===== config.mk =====
export PLATFORM = sky130hd
export DESIGN_NAME = reset_seq
export DESIGN_NICKNAME = d
export VERILOG_FILES = /design/src/rtl/reset_seq.sv
export SDC_FILE = /design/constraint.sdc
export NUM_CORES = 1
export LEC_CHECK = 0
export ABC_CLOCK_PERIOD_IN_PS = 2400
export CORE_ASPECT_RATIO = 1.2
export CORE_MARGIN = 2
export CORE_UTILIZATION = 55
export DETAILED_ROUTE_END_ITERATION = 12
export HOLD_SLACK_MARGIN = 0.06
export PLACE_DENSITY = 0.84
export SYNTH_ARGS = -nofsm -noshare
export SYNTH_HDL_FRONTEND = slang
export SYNTH_SLANG_ARGS = --single-unit

===== constraint.sdc =====
create_clock -name clk -period 2.4 [get_ports clk]
set_input_delay 0.24 -clock clk [delete_from_list [all_inputs] [get_ports clk]]
set_output_delay 0.24 -clock clk [all_outputs]
set_load 0.02 [all_outputs]

===== src/rtl/reset_seq.sv =====
// Reset sequencer: synchronizes reset_in release, then releases NUM_OUT resets one by one.
// Optional software reset request is compiled in with `define RESET_SEQ_SWRST_EN.
module reset_seq #(
    parameter int SYNC_STAGES = 2,
    parameter int NUM_OUT     = 4,
    parameter int MIN_ASSERT  = 8,
    parameter int STAGE_DLY   = 4
) (
    input  logic               clk,
    input  logic               reset_in,
    input  logic               sw_rst_req,
    output logic [NUM_OUT-1:0] reset_out,
    output logic               done,
    output logic [1:0]         state
);
    localparam int IDX_W = $clog2(NUM_OUT + 1);
    localparam logic [7:0]       HOLD_LAST = 8'(MIN_ASSERT - 1);
    localparam logic [7:0]       STEP_LAST = 8'(STAGE_DLY - 1);
    localparam logic [IDX_W-1:0] IDX_LAST  = IDX_W'(NUM_OUT - 1);

    typedef enum logic [1:0] {HOLD = 2'd0, RELEASE = 2'd1, DONE = 2'd2} state_e;

    state_e             state_q, state_d;
    logic [7:0]         cnt_q, cnt_d;
    logic [IDX_W-1:0]   idx_q, idx_d;
    logic [NUM_OUT-1:0] rout_q, rout_d;
    logic               done_q, done_d;
    logic [SYNC_STAGES-1:0] sync_q;
    logic               rst_sync;
    logic               sw_rst;

    always_ff @(posedge clk or negedge reset_in) begin
        if (!reset_in) sync_q <= '0;
        else           sync_q <= {sync_q[SYNC_STAGES-2:0], 1'b1};
    end
    assign rst_sync = sync_q[SYNC_STAGES-1];

`ifdef RESET_SEQ_SWRST_EN
    assign sw_rst = sw_rst_req;
`else
    logic unused_sw;
    assign unused_sw = sw_rst_req;
    assign sw_rst    = 1'b0;
`endif

    always_comb begin
        state_d = state_q;
        cnt_d   = cnt_q;
        idx_d   = idx_q;
        rout_d  = rout_q;
        done_d  = done_q;
        unique case (state_q)
            HOLD: begin
                // A software request here only restarts the hold period
                if (sw_rst || !rst_sync) begin
                    cnt_d = '0;
                end else if (cnt_q == HOLD_LAST) begin
                    rout_d[0] = 1'b1;
                    cnt_d     = '0;
                    idx_d     = IDX_W'(1);
                    if (NUM_OUT == 1) begin
                        state_d = DONE;
                        done_d  = 1'b1;
                    end else begin
                        state_d = RELEASE;
                    end
                end else begin
                    cnt_d = cnt_q + 8'd1;
                end
            end
            RELEASE: begin
                if (sw_rst) begin
                    state_d = HOLD;
                    cnt_d   = '0;
                    idx_d   = '0;
                    rout_d  = '0;
                    done_d  = 1'b0;
                end else if (cnt_q == STEP_LAST) begin
                    for (int k = 0; k < NUM_OUT; k++)
                        if (IDX_W'(k) == idx_q) rout_d[k] = 1'b1;
                    cnt_d = '0;
                    idx_d = idx_q + IDX_W'(1);
                    if (idx_q == IDX_LAST) begin
                        state_d = DONE;
                        done_d  = 1'b1;
                    end
                end else begin
                    cnt_d = cnt_q + 8'd1;
                end
            end
            DONE: begin
                if (sw_rst) begin
                    state_d = HOLD;
                    cnt_d   = '0;
                    idx_d   = '0;
                    rout_d  = '0;
                    done_d  = 1'b0;
                end
            end
            default: begin
                state_d = HOLD;
                cnt_d   = '0;
                idx_d   = '0;
                rout_d  = '0;
                done_d  = 1'b0;
            end
        endcase
    end

    always_ff @(posedge clk or negedge reset_in) begin
        if (!reset_in) begin
            state_q <= HOLD;
            cnt_q   <= '0;
            idx_q   <= '0;
            rout_q  <= '0;
            done_q  <= 1'b0;
        end else begin
            state_q <= state_d;
            cnt_q   <= cnt_d;
            idx_q   <= idx_d;
            rout_q  <= rout_d;
            done_q  <= done_d;
        end
    end

    // Gating with reset_in makes assertion immediate even between clock edges
    assign reset_out = rout_q & {NUM_OUT{reset_in}};
    assign done      = done_q;
    assign state     = state_q;
endmodule


==> summary.md <==
| Metric | Value |
|---|---|
| Outcome | complete, no violations |
| F_max | 0.505 GHz |
| Post-detailed-route count of antenna-violating nets | 0 |
| Hold WS | 0.212 ns |
| IO buf count | 8 |
| Ports | 10 |
| Peak VDD IR | between 300 and 400 uV |
| Critical path's slowest cell | clkdlybuf4s50_1 |
| Combinational share of power | 11.1% |
| CP delay by family, top | buffers and inverters |
| Drt pass-1 iters | 4 |
| Fin. Hold Viols | 0 |
| Least-Margin Pin Slew | between 0.5 and 0.6 ns |
| TritonCTS clock tree | yes |
| Layout area overhead | 10.9% |
| Post-layout instance area | around 1200 um^2 |
| PD cells | roughly 470 nW/um^2 |
| Clk buf depth | 2 |
| Worst skew pair latency | slightly below 0.3 ns |
| WL final | 2.25 mm |
| Clock transition at path regs | 0.11 ns |
| Vias in the first global route | ~900 |
| Cells after DPL | 140 |
| GR Util All Layers | between 20 and 25% |
| Via count | 916 |
| ANT cells | 0 |
| Slew Limit Headroom | 64.3% |
| Htree depth | 1 |
| Count of different cell masters after synthesis | 44 |
| CTS Hold Bufs | 0 |
| Avg Synthesized Cell Area | roughly 9.6 um^2 |
| Met2 WL post-DR | 1.22 mm |
| Post-Syn Area | 1100 um^2 |
| Worst Setup Start Kind | input pin |
| Max Used Layer | met4 |
| Setup crit end kind | output port |
| Post-Place Cell Area | around 1200 um^2 |
| Total CTS buffers | 3 |
| Gate Count Post-Synth | approximately 110 |
| Chip width | 44.8 um |
| Synth top area cells | dfrtp_1 (43%), ha_1 (6.8%), nor2_1 (3.8%) |
| Yosys reg bits | 19 |
| Int Pwr | roughly 0.42 mW |
| Most common cell after layout, fill and taps aside | dfrtp_1 |
| Clk sinks | 19 |
| Crit-path most repeated cell | clkdlybuf4s50_1 |
| Initial Util | 59.3% |
| Post-DP HPWL | 1.76 mm |
| Yosys top cell by area | dfrtp_1 |
| Largest net degree at the start of global routing | 15 |
| Total grt overflow | 0 |
| Power, Total | 0.574 mW |
| CTS root buffer | clkbuf_4 |
| Predominant post-synthesis flop cell | dfrtp_1 |
| Worst Path Buf+Inv | 2 |
| P_leak | 0.540 nW |
| Critical path's largest stage delay | 0.69 ns |
| Highest fanout seen on the critical path | 11 |
| Vias per inst | between 6 and 7 |
| RSZ-0062 raised after global routing | no |
| Met1 Routed Length | 917 um |
| Die area | 2370 um^2 |
| Final worst-path cycle share | about 83% |
| Post-CTS setup repair buffer count | 0 |
| Met3 wire len | 68 um |
| Clock skew | 0.00126 ns |
| Register area share after synthesis | a little over two fifths |
| TNS Setup | 0 ns |
| Min Clock Period, post-route | 1.98 ns |
| Final-stage net count | roughly 140 |
| Post-route DRC | 0 |
| FFs w/ async S/R, synth | 100% |
| Worst Path Arrival | 1.74 ns |
| Cell Chain, Critical Path | clkdlybuf4s50_1 -> and2_1 -> clkdlybuf4s50_1 |
| Seq pwr share | 59.8% |
| Commonest cells after routing, fill and taps aside | dfrtp_1 (19), nor2_1 (11), nand2_1 (10) |
| Post-CTS resize count | 0 |
| Worst Setup SP | reset_in |
| Reg2reg start | cnt_q[5]$_DFFE_PN0N_ |
| Final setup viols | 0 |
| Post-synth EDFFs | 0 |
| Die H | 52.9 um |
| MaxCap Viol Count | 0 |
| Fin. max-slew vios | 0 |
| Layout Cells excl Fill | 144 |
| Mapped Nets | 123 |
| Share of the synthesized area in the top cell type | between 40 and 50% |
| Core footprint | 1850 um^2 |
| DR WL/cell | approximately 16 um |
| Hold/Removal Path Class | input pin to async pin |
| # fillers | 155 |
| Switching power | between 0.15 and 0.2 mW |
| Share of total power in the clock network | 29.0% |
| Row count | 17 |
| YS warnings | 0 |
| Sw frac | 26.3% |
| Global-route wire length before repair | approximately 3.9 mm |
| Share of cells above drive strength 1 | about a tenth |
| CP required | between 2 and 2.5 ns |
| Initial antenna violation count | 0 |
| Final GP Congestion | between 0.8 and 0.9 |
| DR iter-0 viols | 12 |
| Worst setup path class | input pin to output port |
[metrics by stage]
stage | setup slack [ns] | utilization [%]
4_1_cts | 0.384 | 65.8
3_3_place_gp | 0.428 | 64.3
6_report | 0.418 | 65.8
5_1_grt | 0.330 | 65.8
3_5_place_dp | 0.389 | 64.3
2_1_floorplan | 0.675 | -
[power by group through the flow]
stage | clock (mW) | sequential, mW | combinational (mW)
after CTS | 0.170 | 0.343 | 0.0647
final | 0.167 | 0.344 | 0.0640
after global placement | 0 | 0.349 | 0.0619
after global routing | 0.183 | 0.346 | 0.0725
after floorplan | 0 | 0.345 | 0.0459
after detailed placement | 0 | 0.350 | 0.0643
[logic make-up (layout without fill, tap and decap cells)]
family / after synthesis / after routing / share of synthesized area, %
AOI/OAI and AO/OA: 29 / 29 / 18.7
xor gates and xnor gates: 1 / 1 / 0.798
adders and majority gates: 6 / 6 / 6.84
buffers and inverters: 9 / 20 / 4.45
DFF: 19 / 19 / 43.3
other: 1 / 1 / 0.342
and+or+nand+nor: 49 / 49 / 25.5
[synth_stat cells (all sizes together) (3+ instances only)]
cell type and n:
o31ai 3, nand2 10, nor2 11, inv 6, nor2b 4, and2 4, buf 3, a21oi 8
ha 6, nor4 4, dfrtp 19
[final cells by class]
cell class	count	area [um^2]	area share [%]
clock buffer	3	22.5	1.85
clock inverter	1	5.00	0.411
inverter	6	22.5	1.85
multi-input combinational	86	573	47.1
sequential	19	475	39.1
tap	19	23.8	1.95
timing repair buffer	10	95.1	7.81
[state kept, by name, indices dropped and copies added (netlist names)]
register and count:
idx_q 3, done 1, state 2, rout_q 3
cnt_q 8, sync_q 2
[per-layer routing]
layer  up-vias  track usage (%)
met5         -                0
li1        432                -
met3         4             2.05
met1       464             27.4
met2        16             41.3
met4         0             10.3
[final timing paths]
check,endpoint,slack (ns),depth (start not counted)
hold / removal,rout_q[1]$_DFFE_PN0P_,0.21,1
max in group asynchronous,cnt_q[3]$_DFFE_PN0N_,1.72,2
hold reg to reg,sync_q[1]$_DFF_PN0_,0.37,0
min in group clk,sync_q[1]$_DFF_PN0_,0.37,0
setup reg to reg,idx_q[2]$_DFFE_PN0P_,0.51,4
setup / recovery,reset_out[3],0.42,3
No activity file was read; power rests on OpenSTA's default activity.
==> variant 1 (same flow settings) <==
Build with the macro `RESET_SEQ_SWRST_EN` defined.
--- a/src/rtl/reset_seq.sv
+++ b/src/rtl/reset_seq.sv
@@ -1,4 +1,6 @@
 // Reset sequencer: synchronizes reset_in release, then releases NUM_OUT resets one by one.
 // Optional software reset request is compiled in with `define RESET_SEQ_SWRST_EN.
+`define RESET_SEQ_SWRST_EN
+
 module reset_seq #(
     parameter int SYNC_STAGES = 2,
Check against the original RTL: no difference found for any inputs over 10 cycles, from zero or initial values and one cycle with reset_in low; that may be too few to reach the edited logic, so the function may still have changed.
==> variant 1 against the unedited design <==
- total power up 15%
- via count up 13%
- hold slack worse by 0.0034 ns
- worst setup slack worse by 0.11 ns
- sequential cell count up 1
- synthesized area up 8.7%
- sequential power about the same
- synthesized cell count up 17%
- count of clock-buffer cells in the layout unchanged
- utilization up 0.76 points
- final area up 12%
- sequential share of layout area down 2.4 points
- wire length up 10%
- critical path type is now register to register
- largest power group unchanged
==> variant 1: results (changes against the unedited design) <==
Route
  – Total wire length: 2.48 mm (+10%)
  – DR pass1 iterations: 4 (unchanged)
  – Via Count: 1033 (+13%)
  – Iteration-0 DRC Markers: 23 (+11)

STA
  – WHS: 0.208 ns (-0.00337 ns)
  – Skew final: 0.00291 ns (+0.00165 ns)
  – Measured slew at the worst slew-check pin: 0.553 ns (+0.0228 ns)

Global routing
  – Vias in the first global route: 977 (+8.3%)
  – First-pass GRT wire length: 4.11 mm (+4.9%)
  – Initial antenna violation count: 0 (unchanged)
  – Largest net degree at the start of global routing: 20 (+5)
  – GRT Total Usage: 0.222 (-0.00779)

CTS
  – Max Buffers Root-to-Sink: 2 (unchanged)
  – CTS buffer count: 3 (unchanged)
  – H-tree Lvls: 1 (unchanged)
  – Worst skew pair latency: 0.31 ns (+0.02 ns)
  – Post-cts resize count: 0 (unchanged)
  – Clk root buf: clkbuf_4
  – Worst-path clk slew: 0.12 ns
  – Postcts setup bufs: 0 (unchanged)

Layout
  – Max reg flops: 8 (unchanged)
  – Biggest regs: cnt_q (8), rout_q (4), idx_q (3)
  – Filler cell count in the final layout: 164 (+5.8%)
  – Layout cells sized above 1: 0.0699 (-0.0341)
  – Post-layout net count: 153 (+13%)
  – Ant. Diodes: 0 (unchanged)

Synthesis
  – Synth cell count leaders: dfrtp_1, nand2_1, nor2_1
  – Top post-synthesis cells by area: dfrtp_1, ha_1, a31oi_1
  – Share of the synthesized area in the top cell type: 0.420 (-0.0136)
  – Yosys Warn Count: 0 (unchanged)
  – Post-synth ARST share: 1.00 (unchanged)
  – Post-synth net total: 142 (+15%)
  – Seq/Total Area, Yosys: 0.420 (-0.0136)
  – Cell variety after synth: 37 (-16%)

Worst hold path
  – Worst hold path class: input pin to asynchronous set/reset pin

Power
  – Pleak: 0.000629 uW (+16%)
  – Worst vdd ir: 0.476 mV (+34%)

Outcome
  – Status: completed

Setup path
  – Crit-path max FO: 8 (-3)
  – Reg-to-reg slack, setup: 0.31 ns (-0.20 ns)
  – Arr. time, crit path: 2.30 ns (+0.56 ns)

Placement
  – RD Place Congestion: 0.850 (+1.3%)
  – PortBufs: 9 (+1)
  – Post-DP HPWL: 1.82 mm (+3.5%)
## variant 1: cell types whose count changed after synthesis, moves of 4 or more
cell	delta
a31oi_1	+8
o21ai_0	+6
a21oi_1	-4
clkbuf_1	+4
nand3_1	+4
## variant 1: worst paths after layout
path                                      start               endpoint  depth (start not counted)
hold reg to reg             sync_q[0]$_DFF_PN0_    sync_q[1]$_DFF_PN0_                          0
max in group asynchronous              reset_in   cnt_q[4]$_DFFE_PN0N_                          2
hold / removal                         reset_in  rout_q[1]$_DFFE_PN0P_                          1
setup / recovery           cnt_q[4]$_DFFE_PN0N_   idx_q[1]$_DFFE_PN0P_                          4
min in group clk            sync_q[0]$_DFF_PN0_    sync_q[1]$_DFF_PN0_                          0
setup reg to reg           cnt_q[4]$_DFFE_PN0N_   idx_q[1]$_DFFE_PN0P_                          4
## variant 1: metal layers
| metal | track usage | vias up | part of all wire |
|---|---|---|---|
| met5 | 0 | - | 0 |
| met4 | 0.0952 | 0 | 0.021 |
| met3 | 0.0195 | 7 | 0.029 |
| met2 | 0.400 | 25 | 0.51 |
| met1 | 0.265 | 497 | 0.44 |
| li1 | - | 504 | - |
## variant 1: critical path, cell delays in order, from the launching register on
cell	delay, ns
dfrtp_1	0.47
or4_4	0.57
or3_1	0.40
o311a_1	0.32
a22o_1	0.24
## variant 1: cells by family after synthesis
kind of cell | synth area share
AOI/OAI and AO/OA | 0.207
other | 0.00314
DFF | 0.420
buffers and inverters | 0.0483
and+or+nand+nor | 0.259
adders and majority gates | 0.0630
## variant 1: area by class of cell
| cell class | count | share of cell area |
|---|---|---|
| clock buffer | 3 | 0.0165 |
| tap | 30 | 0.0275 |
| sequential | 20 | 0.367 |
| clock inverter | 1 | 0.0220 |
| timing repair buffer | 12 | 0.0826 |
| multi-input combinational | 100 | 0.465 |
| inverter | 7 | 0.0193 |
## variant 1: through the flow
stage	cell area [um2]	cells	total power (uW)	setup WS [ns]
4_1_cts	1360	173	663	0.312
2_1_floorplan	1190	133	365	0.366
5_1_grt	1360	173	678	0.227
6_report	1360	173	659	0.306
3_3_place_gp	1310	169	383	0.362
3_5_place_dp	1310	169	384	0.337
## variant 1: report_power, final
part	internal, uW	switching [uW]	leakage (uW)	total (uW)
combinational	12.7	21.4	0.000337	34.1
clock	169	113	0.0000279	282
sequential	340	2.69	0.000263	343
total	522	137	0.000629	659
==> variant 2 (config.mk and constraints unchanged) <==
Made on the original files. Make the reset (`reset_in`) synchronous in 2 clocked blocks.
--- a/src/rtl/reset_seq.sv
+++ b/src/rtl/reset_seq.sv
@@ -30,5 +30,5 @@
     logic               sw_rst;
 
-    always_ff @(posedge clk or negedge reset_in) begin
+    always_ff @(posedge clk) begin
         if (!reset_in) sync_q <= '0;
         else           sync_q <= {sync_q[SYNC_STAGES-2:0], 1'b1};
@@ -108,5 +108,5 @@
     end
 
-    always_ff @(posedge clk or negedge reset_in) begin
+    always_ff @(posedge clk) begin
         if (!reset_in) begin
             state_q <= HOLD;
Check against the original RTL: no difference found for any inputs over 10 cycles, from zero or initial values and one cycle with reset_in low; that may be too few to reach the edited logic, so the function may still have changed.
==> variant 2 against the unedited design <==
- sequential cell count did not move
- critical path depth fell by 2
- synthesized area fell by 3.5%
- register-to-register slack improved by 0.02 ns
- wire length fell by 4.0%
- worst setup slack improved by 0.080 ns
- clock skew rose by 0.011 ns
- hold slack improved by 0.25 ns
- final area fell by 4.7%
- cell count rose by 2.1%
- sequential share of layout area fell by 6.3 points
- largest cell class unchanged
Power is not compared: it rests on default switching activity, and its combinational part moved more than twofold at a synthesized area within 25%.
==> variant 2: results (changes against the unedited design) <==
Route
  – DR pass1 iterations: 4 (unchanged)
  – Met3 wire len: 34 um (-50%)
  – Vias per std cell: 6.03 (-5.2%)
  – Met2 routed wirelength: 1.15 mm (-6.0%)
  – Metal1 wirelength: 917 um (unchanged)
  – Iteration-0 DRC Markers: 9 (-3)
  – Total wire length: 2.16 mm (-4.0%)

Global routing
  – Total grt overflow: 0 (unchanged)
  – Met2 Track Usage GR: 0.409 (-0.00373)
  – First-pass GRT wire length: 3.78 mm (-3.3%)
  – Met3 GRT Util: 0.0208 (+0.000356)
  – GRT Total Usage: 0.224 (-0.00651)
  – Met1 Use GR: 0.245 (-0.0291)

Setup path
  – Arr. time, crit path: 1.66 ns (-0.08 ns)
  – Crit path from: state[0]$_SDFFE_PN0P_
  – Crit-path max FO: 12 (+1)

Layout
  – Final Util: 0.634 (-0.0238)
  – Layout cells sized above 1: 0.109 (+0.00538)
  – Post-layout net count: 138 (+2.2%)

STA
  – Skew final: 0.0122 ns (+0.0109 ns)
  – Measured slew at the worst slew-check pin: 0.527 ns (-0.00279 ns)

Placement
  – Post-DP HPWL: 1.61 mm (-8.5%)
  – Post-Place Setup Slack: 0.528 ns (+0.139 ns)
  – RD Place Congestion: 0.854 (+1.7%)
  – Placed inst area: 0.00113 mm2 (-4.7%)

Synthesis
  – XOR/XNOR Fraction of Synth Area: 0.0248 (+0.0168)
  – Seq/Total Area, Yosys: 0.359 (-0.0740)
  – Post-synth ARST share: 0 (-1.00)
  – Ys flop type: dfxtp_1
  – Synth cell count leaders: dfxtp_1, nand2_1, inv_1
  – Top post-synthesis cells by area: dfxtp_1, ha_1, nand2_1
  – Synth Area in Compound Gates: 0.209 (+0.0222)
  – Cell variety after synth: 46 (+4.5%)
  – Yosys Warn Count: 0 (unchanged)
  – Post-synth net total: 130 (+5.7%)

Outcome
  – Status: completed

Worst hold path
  – Worst hold path class: register to register
-- variant 2: path summary, 6_finish.rpt --
check                          endpoint  slack (ns)  cells after the start
hold / removal     sync_q[1]$_SDFF_PN0_        0.46                      1
setup reg to reg  cnt_q[7]$_SDFFE_PN0N_        0.53                      4
setup / recovery               state[0]        0.50                      1
hold reg to reg    sync_q[1]$_SDFF_PN0_        0.46                      1
-- variant 2: metrics by stage --
step	std cells	total power, uW
2_1_floorplan	121	348
5_1_grt	147	529
4_1_cts	147	515
3_5_place_dp	143	357
6_report	147	509
3_3_place_gp	143	356
-- variant 2: report_power, final --
group / internal (uW) / switching, uW / total (uW)
Combinational: 12.4 / 14.8 / 27.2
Clock: 64.6 / 94.8 / 159
Sequential: 319 / 3.54 / 323
Total: 396 / 113 / 509
-- variant 2: area by class of cell --
type                            instances  share of cell area
Tap cell                               19              0.0205
Timing Repair Buffer                   10              0.0820
Clock buffer                            4              0.0227
Inverter                                7              0.0227
Multi-Input combinational cell         88               0.524
Sequential cell                        19               0.328
